==> src/rtl/bcd_clock_pkg.sv <==
// Shared definitions for the BCD clock: seven-segment digit patterns, BCD
// limit constants, BCD helpers and the load-handshake state enum.
package bcd_clock_pkg;

    // BCD limits
    localparam logic [7:0] BcdMax59 = 8'h59;
    localparam logic [7:0] BcdMax23 = 8'h23;
    localparam logic [7:0] BcdMax12 = 8'h12;

    // Seven-segment patterns, abcdefg with a in the MSB
    localparam logic [6:0] Seg0   = 7'b1111110;
    localparam logic [6:0] Seg1   = 7'b0110000;
    localparam logic [6:0] Seg2   = 7'b1101101;
    localparam logic [6:0] Seg3   = 7'b1111001;
    localparam logic [6:0] Seg4   = 7'b0110011;
    localparam logic [6:0] Seg5   = 7'b1011011;
    localparam logic [6:0] Seg6   = 7'b1011111;
    localparam logic [6:0] Seg7   = 7'b1110000;
    localparam logic [6:0] Seg8   = 7'b1111111;
    localparam logic [6:0] Seg9   = 7'b1111011;
    localparam logic [6:0] SegOff = 7'b0000000;

    typedef enum logic [0:0] {
        StReady,
        StAck
    } load_st_e;

    function automatic logic [6:0] seg_decode(input logic [3:0] d);
        logic [6:0] s;
        case (d)
            4'd0:    s = Seg0;
            4'd1:    s = Seg1;
            4'd2:    s = Seg2;
            4'd3:    s = Seg3;
            4'd4:    s = Seg4;
            4'd5:    s = Seg5;
            4'd6:    s = Seg6;
            4'd7:    s = Seg7;
            4'd8:    s = Seg8;
            4'd9:    s = Seg9;
            default: s = SegOff;
        endcase
        return s;
    endfunction

    // True when both nibbles are decimal digits and the value does not exceed max
    function automatic logic bcd_le(input logic [7:0] v, input logic [7:0] max);
        return (v[7:4] <= 4'd9) && (v[3:0] <= 4'd9) && (v <= max);
    endfunction

    // Two-digit BCD increment without wrap handling
    function automatic logic [7:0] bcd_inc(input logic [7:0] v);
        logic [7:0] r;
        if (v[3:0] == 4'd9) begin
            r = {v[7:4] + 4'd1, 4'd0};
        end else begin
            r = {v[7:4], v[3:0] + 4'd1};
        end
        return r;
    endfunction

endpackage

==> src/rtl/bcd_digit_pair.sv <==
// Two-digit BCD counter wrapping at {MAX_TENS, MAX_UNITS} -> 00.
// Ports:
//   clk_i      counting clock
//   reset_i    synchronous active-high reset to 00
//   inc_i      advance by one this edge
//   load_i     load load_val_i this edge (takes priority over inc_i)
//   load_val_i value to load
//   val_o      registered value
//   nxt_o      value that will be registered on the next edge (ignoring reset)
//   carry_o    inc_i while at the maximum, i.e. this edge wraps
module bcd_digit_pair #(
    parameter logic [3:0] MAX_TENS  = 4'd5,
    parameter logic [3:0] MAX_UNITS = 4'd9
) (
    input  logic       clk_i,
    input  logic       reset_i,
    input  logic       inc_i,
    input  logic       load_i,
    input  logic [7:0] load_val_i,
    output logic [7:0] val_o,
    output logic [7:0] nxt_o,
    output logic       carry_o
);
    import bcd_clock_pkg::*;

    logic [7:0] val_q, val_d;
    logic       at_max;

    assign at_max  = (val_q == {MAX_TENS, MAX_UNITS});
    assign carry_o = inc_i && at_max;

    always_comb begin
        val_d = val_q;
        if (load_i) begin
            val_d = load_val_i;
        end else if (inc_i) begin
            val_d = at_max ? 8'h00 : bcd_inc(val_q);
        end
    end

    always_ff @(posedge clk_i) begin
        if (reset_i) begin
            val_q <= 8'h00;
        end else begin
            val_q <= val_d;
        end
    end

    assign val_o = val_q;
    assign nxt_o = val_d;

endmodule

==> src/rtl/bcd_clock_param.sv <==
// BCD HH:MM:SS timekeeper with 12/24-hour mode, validated load handshake,
// rollover strobes and a six-digit seven-segment decode.
// Optional alarm comparator enabled by defining BCD_CLOCK_ALARM_EN; without it
// the alarm inputs are ignored and alarm_out is 0.
// Ports:
//   clk_1hz, reset        counting clock, synchronous active-high reset
//   run                   advance one second per edge when 1
//   set_valid/set_ready   load handshake; set_hh/mm/ss/pm are the load values
//   set_error             one-cycle pulse for a rejected load
//   hh/mm/ss_bcd, pm      registered time
//   tick_min/hour/day     one-cycle rollover strobes
//   seg_out               {hh_t,hh_u,mm_t,mm_u,ss_t,ss_u} x abcdefg
//   alarm_*               alarm compare time, arm, ack and sticky flag
module bcd_clock_param #(
    parameter bit HOUR_MODE_12    = 1'b0,
    parameter bit SEG_ACTIVE_LOW  = 1'b0,
    parameter bit BLANK_LEAD_HOUR = 1'b0
) (
    input  logic        clk_1hz,
    input  logic        reset,
    input  logic        run,
    input  logic        set_valid,
    output logic        set_ready,
    input  logic [7:0]  set_hh,
    input  logic [7:0]  set_mm,
    input  logic [7:0]  set_ss,
    input  logic        set_pm,
    output logic        set_error,
    output logic [7:0]  hh_bcd,
    output logic [7:0]  mm_bcd,
    output logic [7:0]  ss_bcd,
    output logic        pm,
    output logic        tick_min,
    output logic        tick_hour,
    output logic        tick_day,
    output logic [41:0] seg_out,
    input  logic [7:0]  alarm_hh,
    input  logic [7:0]  alarm_mm,
    input  logic        alarm_pm,
    input  logic        alarm_arm,
    input  logic        alarm_ack,
    output logic        alarm_out
);
    import bcd_clock_pkg::*;

    localparam logic [7:0] HhReset = HOUR_MODE_12 ? BcdMax12 : 8'h00;

    load_st_e   state_q, state_d;
    logic [7:0] hh_q, hh_d;
    logic       pm_q, pm_d;
    logic       tick_min_q, tick_hour_q, tick_day_q;
    logic       set_error_q;
    logic [7:0] mm_val, ss_val, mm_nxt, ss_nxt;
    logic       ss_carry, mm_carry;
    logic       hh_ok, set_ok, load_req, load_acc, count, day_end;

    // Load validation and handshake
    always_comb begin
        if (HOUR_MODE_12) begin
            hh_ok = bcd_le(set_hh, BcdMax12) && (set_hh != 8'h00);
        end else begin
            hh_ok = bcd_le(set_hh, BcdMax23);
        end
        set_ok = hh_ok && bcd_le(set_mm, BcdMax59) && bcd_le(set_ss, BcdMax59);
    end

    assign load_req = (state_q == StReady) && set_valid;
    assign load_acc = load_req && set_ok;
    // An accepted load discards the count tick of the same edge
    assign count    = run && !load_acc;

    always_comb begin
        state_d = state_q;
        unique case (state_q)
            StReady: if (load_acc) state_d = StAck;
            StAck:   state_d = StReady;
            default: state_d = StReady;
        endcase
    end

    bcd_digit_pair #(
        .MAX_TENS  (4'd5),
        .MAX_UNITS (4'd9)
    ) u_sec (
        .clk_i      (clk_1hz),
        .reset_i    (reset),
        .inc_i      (count),
        .load_i     (load_acc),
        .load_val_i (set_ss),
        .val_o      (ss_val),
        .nxt_o      (ss_nxt),
        .carry_o    (ss_carry)
    );

    bcd_digit_pair #(
        .MAX_TENS  (4'd5),
        .MAX_UNITS (4'd9)
    ) u_min (
        .clk_i      (clk_1hz),
        .reset_i    (reset),
        .inc_i      (ss_carry),
        .load_i     (load_acc),
        .load_val_i (set_mm),
        .val_o      (mm_val),
        .nxt_o      (mm_nxt),
        .carry_o    (mm_carry)
    );

    // Hours: mode-dependent wrap; pm flips on 11 -> 12
    always_comb begin
        hh_d    = hh_q;
        pm_d    = pm_q;
        day_end = 1'b0;
        if (load_acc) begin
            hh_d = set_hh;
            pm_d = HOUR_MODE_12 ? set_pm : 1'b0;
        end else if (mm_carry) begin
            if (HOUR_MODE_12) begin
                if (hh_q == BcdMax12) begin
                    hh_d = 8'h01;
                end else if (hh_q == 8'h11) begin
                    hh_d    = BcdMax12;
                    pm_d    = !pm_q;
                    day_end = pm_q;
                end else begin
                    hh_d = bcd_inc(hh_q);
                end
            end else begin
                if (hh_q == BcdMax23) begin
                    hh_d    = 8'h00;
                    day_end = 1'b1;
                end else begin
                    hh_d = bcd_inc(hh_q);
                end
            end
        end
    end

    always_ff @(posedge clk_1hz) begin
        if (reset) begin
            state_q     <= StReady;
            hh_q        <= HhReset;
            pm_q        <= 1'b0;
            tick_min_q  <= 1'b0;
            tick_hour_q <= 1'b0;
            tick_day_q  <= 1'b0;
            set_error_q <= 1'b0;
        end else begin
            state_q     <= state_d;
            hh_q        <= hh_d;
            pm_q        <= pm_d;
            tick_min_q  <= ss_carry;
            tick_hour_q <= mm_carry;
            tick_day_q  <= day_end;
            set_error_q <= load_req && !set_ok;
        end
    end

    assign set_ready = (state_q == StReady);
    assign set_error = set_error_q;
    assign hh_bcd    = hh_q;
    assign mm_bcd    = mm_val;
    assign ss_bcd    = ss_val;
    assign pm        = pm_q;
    assign tick_min  = tick_min_q;
    assign tick_hour = tick_hour_q;
    assign tick_day  = tick_day_q;

    // Display decode; blanking happens before the polarity inversion
    logic [6:0]  hh_t_seg;
    logic [41:0] seg_raw;

    always_comb begin
        hh_t_seg = seg_decode(hh_q[7:4]);
        if (BLANK_LEAD_HOUR && (hh_q[7:4] == 4'd0)) begin
            hh_t_seg = SegOff;
        end
        seg_raw = {hh_t_seg, seg_decode(hh_q[3:0]),
                   seg_decode(mm_val[7:4]), seg_decode(mm_val[3:0]),
                   seg_decode(ss_val[7:4]), seg_decode(ss_val[3:0])};
        seg_out = SEG_ACTIVE_LOW ? ~seg_raw : seg_raw;
    end

`ifdef BCD_CLOCK_ALARM_EN
    logic alarm_q, alarm_d, alarm_hit;

    // Compare against the time being registered this edge, only when it changes
    always_comb begin
        alarm_hit = alarm_arm && (load_acc || count) &&
                    (hh_d == alarm_hh) && (mm_nxt == alarm_mm) && (ss_nxt == 8'h00) &&
                    (!HOUR_MODE_12 || (pm_d == alarm_pm));
        alarm_d = alarm_q;
        if (alarm_ack || !alarm_arm) begin
            alarm_d = 1'b0;
        end else if (alarm_hit) begin
            alarm_d = 1'b1;
        end
    end

    always_ff @(posedge clk_1hz) begin
        if (reset) begin
            alarm_q <= 1'b0;
        end else begin
            alarm_q <= alarm_d;
        end
    end

    assign alarm_out = alarm_q;
`else
    logic unused_alarm;
    assign unused_alarm = ^{alarm_hh, alarm_mm, alarm_pm, alarm_arm, alarm_ack, mm_nxt, ss_nxt};
    assign alarm_out    = 1'b0;
`endif

endmodule

==> config.mk <==
export PLATFORM = sky130hd
export DESIGN_NAME = bcd_clock_param
export DESIGN_NICKNAME = d
export VERILOG_FILES = /design/src/rtl/bcd_clock_pkg.sv /design/src/rtl/bcd_digit_pair.sv /design/src/rtl/bcd_clock_param.sv
export SDC_FILE = /design/constraint.sdc
export NUM_CORES = 1
export LEC_CHECK = 0
export CORE_ASPECT_RATIO = 0.9
export CORE_MARGIN = 2
export CORE_UTILIZATION = 58
export DETAILED_ROUTE_END_ITERATION = 8
export DONT_BUFFER_PORTS = 1
export MAX_ROUTING_LAYER = met4
export PLACE_DENSITY = 0.83
export SYNTH_ARGS = -nofsm -noshare
export SYNTH_HDL_FRONTEND = slang
export SYNTH_HIERARCHICAL = 1
export SYNTH_SLANG_ARGS = --single-unit
==> constraint.sdc <==
create_clock -name clk_1hz -period 5.6 [get_ports clk_1hz]
set_input_delay 0.56 -clock clk_1hz [delete_from_list [all_inputs] [get_ports clk_1hz]]
set_output_delay 0.56 -clock clk_1hz [all_outputs]
set_load 0.05 [all_outputs]
# ---- Word level (Yosys, flattened, before mapping)
# Memories as Yosys holds them, arrays and structs flattened. A register that Yosys moved wholly into a read port is not among the register bits.
# Index checks and enable logic that the tools add are counted.
dict set report op_classes {
  n_reduce_logical 26
  bitwise_logic 2
  n_addsub 6
  n_mux 27
  n_eq_ne 6
  magnitude_cmp 9
}
# op n
set op_table {}
lappend op_table {{8-bit two-way mux} 12}
lappend op_table {{4-bit two-way mux} 12}
lappend op_table {{4-bit by 1-bit adder with 4-bit output (second input constant)} 6}
lappend op_table {{4-bit less-or-equal comparator (second input constant)} 6}
lappend op_table {{8-bit by 7-bit equality test with 1-bit output (second input constant)} 2}
lappend op_table {{8-bit by 7-bit less-or-equal comparator with 1-bit output (second input constant)} 2}
lappend op_table {{1-bit logical AND} 14}
lappend op_table {{4-bit equality test (second input constant)} 3}
lappend op_table {{3-bit nonzero test} 3}
lappend op_table {{8-bit by 6-bit equality test with 1-bit output (second input constant)} 1}
lappend op_table {{8-bit by 6-bit less-or-equal comparator with 1-bit output (second input constant)} 1}
lappend op_table {{2-bit AND reduction} 3}
lappend op_table {{2-bit nonzero test} 3}
lappend op_table {{3-bit OR reduction} 1}
lappend op_table {{1-bit logical NOT} 2}
lappend op_table {{1-bit two-way mux} 2}
lappend op_table {{1-bit NOT} 2}
lappend op_table {{1-bit case mux with 2 select lines} 1}
dict set report totals {
  register_bits 29
  romBits 672
  input_bits 48
  out_inout_bits 73
  n_memories 6
}
# name words width read_ports rd_ports_with_merged_regs wr line
set memory_table {}
lappend memory_table {{(no name shown)} 16 7 1 1 0 bcd_clock_pkg.sv:30} ;# case (d)
lappend memory_table {{(no name shown)} 16 7 1 1 0 bcd_clock_pkg.sv:30}
lappend memory_table {{(no name shown)} 16 7 1 1 0 bcd_clock_pkg.sv:30}
lappend memory_table {{(no name shown)} 16 7 1 1 0 bcd_clock_pkg.sv:30}
lappend memory_table {{(no name shown)} 16 7 1 1 0 bcd_clock_pkg.sv:30}
lappend memory_table {{(no name shown)} 16 7 1 1 0 bcd_clock_pkg.sv:30}

# ---- Logic depth before layout (Yosys ltp)
dict set report depth {
  depth_word 14
  mapped_depth 19
  ltp_nobuf 18
}

# ---- Cells and area by module
# The synthesis kept the hierarchy.
# module area_each_um2 n_inst cells_each seq_area_each_um2
set by_module_without_submodules {}
lappend by_module_without_submodules {bcd_clock_param 2311.0 1 280 540.5}
lappend by_module_without_submodules {bcd_digit_pair 565.5 2 68 160.2}

# ---- Least setup slack after synthesis
# OpenSTA, ideal clock, no wires.
dict set report synth_timing {
  path_kind {input to register}
  start {in set_mm[1]}
  end {reg, netlist name seg_out[34]}
  setup_ns 0.074
  t_required_ns 5.526
  path_slack_ns 1.352
  path_stages 17
  arrival_ns 4.173
  cell_sequence {o21ai_0 -> and4_1 -> nand3_2 -> buf_6 -> and2_1 -> nand4b_2 -> nor3_1 -> nand4b_2 -> nor3_1 -> buf_2 -> nand2_1 -> mux2_2 -> a211oi_2 -> inv_1 -> ha_1 -> mux2_2 -> o21ai_0}
}
dict set report synth_between {
  elab_chain_len 13
}
# element line
set synth_lines {}
lappend synth_lines {{from (decl)} bcd_clock_param.sv:25} ;# input logic [7:0] set_mm,
lappend synth_lines {{branches (longest 2 deep; another with 8-bit by 7-bit less-or-equal comparator with 1-bit output)} -}
lappend synth_lines {{1-bit logical AND *} bcd_clock_pkg.sv:48} ;# return (v[7:4] <= 4'd9) && (v[3:0] <= 4'd9) && (v <= max);
lappend synth_lines {{1-bit logical AND * (2 in a row)} bcd_clock_param.sv:64} ;# set_ok = hh_ok && bcd_le(set_mm, BcdMax59) && bcd_le(set_ss, BcdMax59);
lappend synth_lines {{1-bit logical AND *} bcd_clock_param.sv:68} ;# assign load_acc = load_req && set_ok;
lappend synth_lines {{1-bit logical NOT *} bcd_clock_param.sv:70} ;# assign count = run && !load_acc;
lappend synth_lines {{1-bit logical AND *} bcd_clock_param.sv:70}
lappend synth_lines {{named net count} bcd_clock_param.sv:55} ;# logic hh_ok, set_ok, load_req, load_acc, count, day_end;
lappend synth_lines {{1-bit logical AND *} bcd_digit_pair.sv:30} ;# assign carry_o = inc_i && at_max;
lappend synth_lines {{named net ss_carry} bcd_clock_param.sv:54} ;# logic ss_carry, mm_carry;
lappend synth_lines {{1-bit logical AND *} bcd_digit_pair.sv:30}
lappend synth_lines {{named net mm_carry} bcd_clock_param.sv:54}
lappend synth_lines {{2-bit nonzero test (no line) *} -}
lappend synth_lines {{4-bit two-way mux (no line) * (2 in a row)} -}
# Mark *: on every way through the listed nets, which the timed path passes.
# A chain may end at the register's enable or synchronous reset.

# ---- Final worst setup path
dict set report layout_timing {
  start {in set_mm[1]}
  end {reg, netlist name hh_t_seg[3]}
}
dict set report layout_between {
  elab_chain_len 14
}
# element line
set layout_lines {}
lappend layout_lines {{branches (longest 2 deep; another with 8-bit by 7-bit less-or-equal comparator with 1-bit output)} -}
lappend layout_lines {{1-bit logical AND *} bcd_clock_pkg.sv:48}
lappend layout_lines {{1-bit logical AND * (2 in a row)} bcd_clock_param.sv:64}
lappend layout_lines {{1-bit logical AND *} bcd_clock_param.sv:68}
lappend layout_lines {{1-bit logical NOT *} bcd_clock_param.sv:70}
lappend layout_lines {{1-bit logical AND *} bcd_clock_param.sv:70}
lappend layout_lines {{named net count} bcd_clock_param.sv:55}
lappend layout_lines {{1-bit logical AND *} bcd_digit_pair.sv:30}
lappend layout_lines {{named net ss_carry} bcd_clock_param.sv:54}
lappend layout_lines {{1-bit logical AND *} bcd_digit_pair.sv:30}
lappend layout_lines {{named net mm_carry} bcd_clock_param.sv:54}
lappend layout_lines {{2-bit nonzero test (no line) *} -}
lappend layout_lines {{2-bit AND reduction (no line) *} -}
lappend layout_lines {{4-bit two-way mux (no line) * (2 in a row)} -}
# Marked as above.

==> impl_metrics.py <==
metrics = {
    "route": {
        "wirelength_mm": 7.271,
        "wl_met3_um": 449,
        "dr.max_layer_used": "met4",
        "via_count": 2826,
        "met1_length_mm": 3.444,
        "wl_met2_mm": 3.294,
        "drtPass1Iterations": 4,
        "drc_errors": 0,
        "ant_nets": 0,
        "vias_per_cell": 5.987,
        "wl_per_cell_um": 15.40,
        "drtIter0Drc": 75,
    },
    "worst_setup_path": {
        "cp-start-kind": "input pin",
        "end_kind": "flop",
        "path_max_fanout": 15,
        "slowest_stage": "nor3_2",
        "crit_family": "simple AND/OR/NAND/NOR gates",
        "r2r_slack_ns": 1.55,
        "cp_cell_sequence": "o21ai_0 -> and4_1 -> nand3_2 -> and2_1 -> nand4b_2 -> nor3_1 -> buf_4 -> nand4b_2 -> nor3_1 -> buf_4 -> nand4b_1 -> o22ai_1 -> a21o_1 -> nor2_2 -> nor3_2 -> inv_1 -> ha_1 -> o21ba_2 -> o21ai_1 -> o21ai_0",
        "crit_required_ns": 5.81,
        "worstSetupPathType": "in2reg",
        "crit_buf_inv": 3,
        "slowest_delay_ns": 0.33,
        "crit_arrival_ns": 4.36,
    },
    "finish": {
        "stdcell_area_um2": 3511,
        "drive_gt1_frac": 0.1219,
        "n_fill_cell": 515,
        "most-common-layout-cells": "ha_1, dfxtp_1, inv_1",
        "layout.cells.non_filler": 472,
        "nNetsFinal": 494,
        "layout_commonest_cell": "ha_1",
        "syn_to_final_growth_pct": 4.196,
        "num_antenna_cells": 0,
    },
    "placed_design": {
        "pre_cts_slack_ns": 1.198,
        "post_dp_cell_area_um2": 3423,
        "portBuffers": 0,
        "gp_congestion": 0.8893,
        "dp_hpwl_mm": 5.307,
        "dp.cells": 465,
    },
    "run_status": {
        "status": "completed",
    },
    "sta": {
        "fin_ws_ns": 1.454,
        "fin_tns_setup_ns": 0,
        "fmax_mhz": 241.2,
        "setup_viol": 0,
        "fin_skew_ns": 0.01090,
        "rsz0062_at_grt": "no",
        "period_needed_ns": 4.146,
        "maxSlewHeadroom": 0.2242,
        "worst_pin_slew_ns": 1.158,
        "finalMaxSlewViolations": 0,
        "hold_viol": 0,
        "finalCritPeriodShare": 0.7403,
    },
    "pwr": {
        "irDropWorstVdd_v": 0.0001322,
        "power_frac_comb": 0.119,
        "power_density_nw_per_um2": 173.3,
        "p_int_mw": 0.4289,
        "clkPwrFrac": 0.322,
        "switchingPower_mw": 0.1794,
        "leakage_nw": 1.450,
        "p_sw_frac": 0.2949,
        "total_power_mw": 0.6083,
        "pwr-share-seq": 0.558,
    },
    "job": {
        "cap_violations": 0,
    },
    "grt": {
        "antenna_found_initial": 0,
        "grt_pass1_vias": 2506,
        "grt_max_degree": 30,
        "grt_usage": 0.2274,
        "grt_pass1_wl_mm": 11.97,
        "gr-total-overflow": 0,
    },
    "clock_tree": {
        "post_cts_resized": 0,
        "holdBufCountCts": 0,
        "clk_latency_ns": 0.30,
        "cts_root_buf": "clkbuf_8",
        "path_clk_slew_ns": 0.08,
        "post_cts_buffers": 0,
        "cts-htree-levels": 2,
        "cts_sinks": 43,
        "cts_buffers": 5,
        "cts_buffer_depth": 2,
        "cts_tree": "built",
    },
    "floorplan": {
        "rows": 26,
        "dieHeight_um": 76.31,
        "io_pins": 121,
        "die_area_um2": 6436,
        "die_w_um": 84.34,
        "core-area_um2": 5660,
        "start_util": 0.5953,
    },
    "hold_path": {
        "hp-class": "in2reg",
    },
    "logic_synthesis": {
        "yosys_warnings": 6,
        "synth.avg_cell_area_um2": 8.382,
        "syn-instance-count": 402,
        "synth_area_um2": 3369,
    },
}
## worst register-to-register path: stages, from the launching register on
cell and delay, ns:
dfxtp_1 0.81, ha_1 0.31, nand3b_1 0.14, nor3_1 0.20, buf_4 0.19, nand4b_2 0.16
nor3_1 0.28, buf_4 0.24, nand4b_1 0.17, o22ai_1 0.17, a21o_1 0.18, nor2_2 0.06
nor3_2 0.33, inv_1 0.14, ha_1 0.20, o21ba_2 0.22, o21ai_1 0.07, o21ai_0 0.10
## worst paths after layout
kind | startpoint | to | cells after the start
setup reg to reg | u_sec/val_o[4] | hh_t_seg[3] | 17
setup / recovery | set_mm[1] | hh_t_seg[3] | 20
hold reg to reg | state_q | state_q | 3
hold / removal | reset | u_min/val_o[1] | 1
## stage by stage
step / hold WS, ns / utilization
finish: 0.3245 / 0.6202
floorplan: 0.6402 / -
global route: 0.3102 / 0.6202
global placement: 0.6298 / 0.6048
CTS: 0.3131 / 0.6202
detailed placement: 0.6308 / 0.6048
## registers in the layout, indices dropped and copies added, names as in the netlist
name,flops
hh_t_seg,7
set_error,1
state_q,1
seg_out,7
tick_day,1
hh_bcd,8
tick_min,1
tick_hour,1
u_min/val_o,8
u_sec/val_o,8
## routing by layer
layer	vias up	GRT usage
met4	0	0.05873
met1	1299	0.3074
li1	1430	-
met2	89	0.3413
met5	-	-
met3	8	0.05742
## final cells by class
type	instances	area, um^2	area share
multi-input combinational	304	2268	0.6461
clock inverter	1	5.005	0.001426
inverter	41	153.9	0.04383
sequential	43	860.8	0.2452
clock buffer	6	82.58	0.02352
timing repair buffer	7	52.55	0.01497
tap	70	87.58	0.02495
## power by group through the flow
stage	Clock, mW	Combinational, mW	Sequential [mW]
after CTS	0.201	0.0722	0.340
final	0.196	0.0724	0.340
after floorplan	0	0.0693	0.343
after global placement	0	0.0699	0.346
after global routing	0.216	0.0790	0.341
after detailed placement	0	0.0717	0.347
No activity file was read; power rests on OpenSTA's default activity.
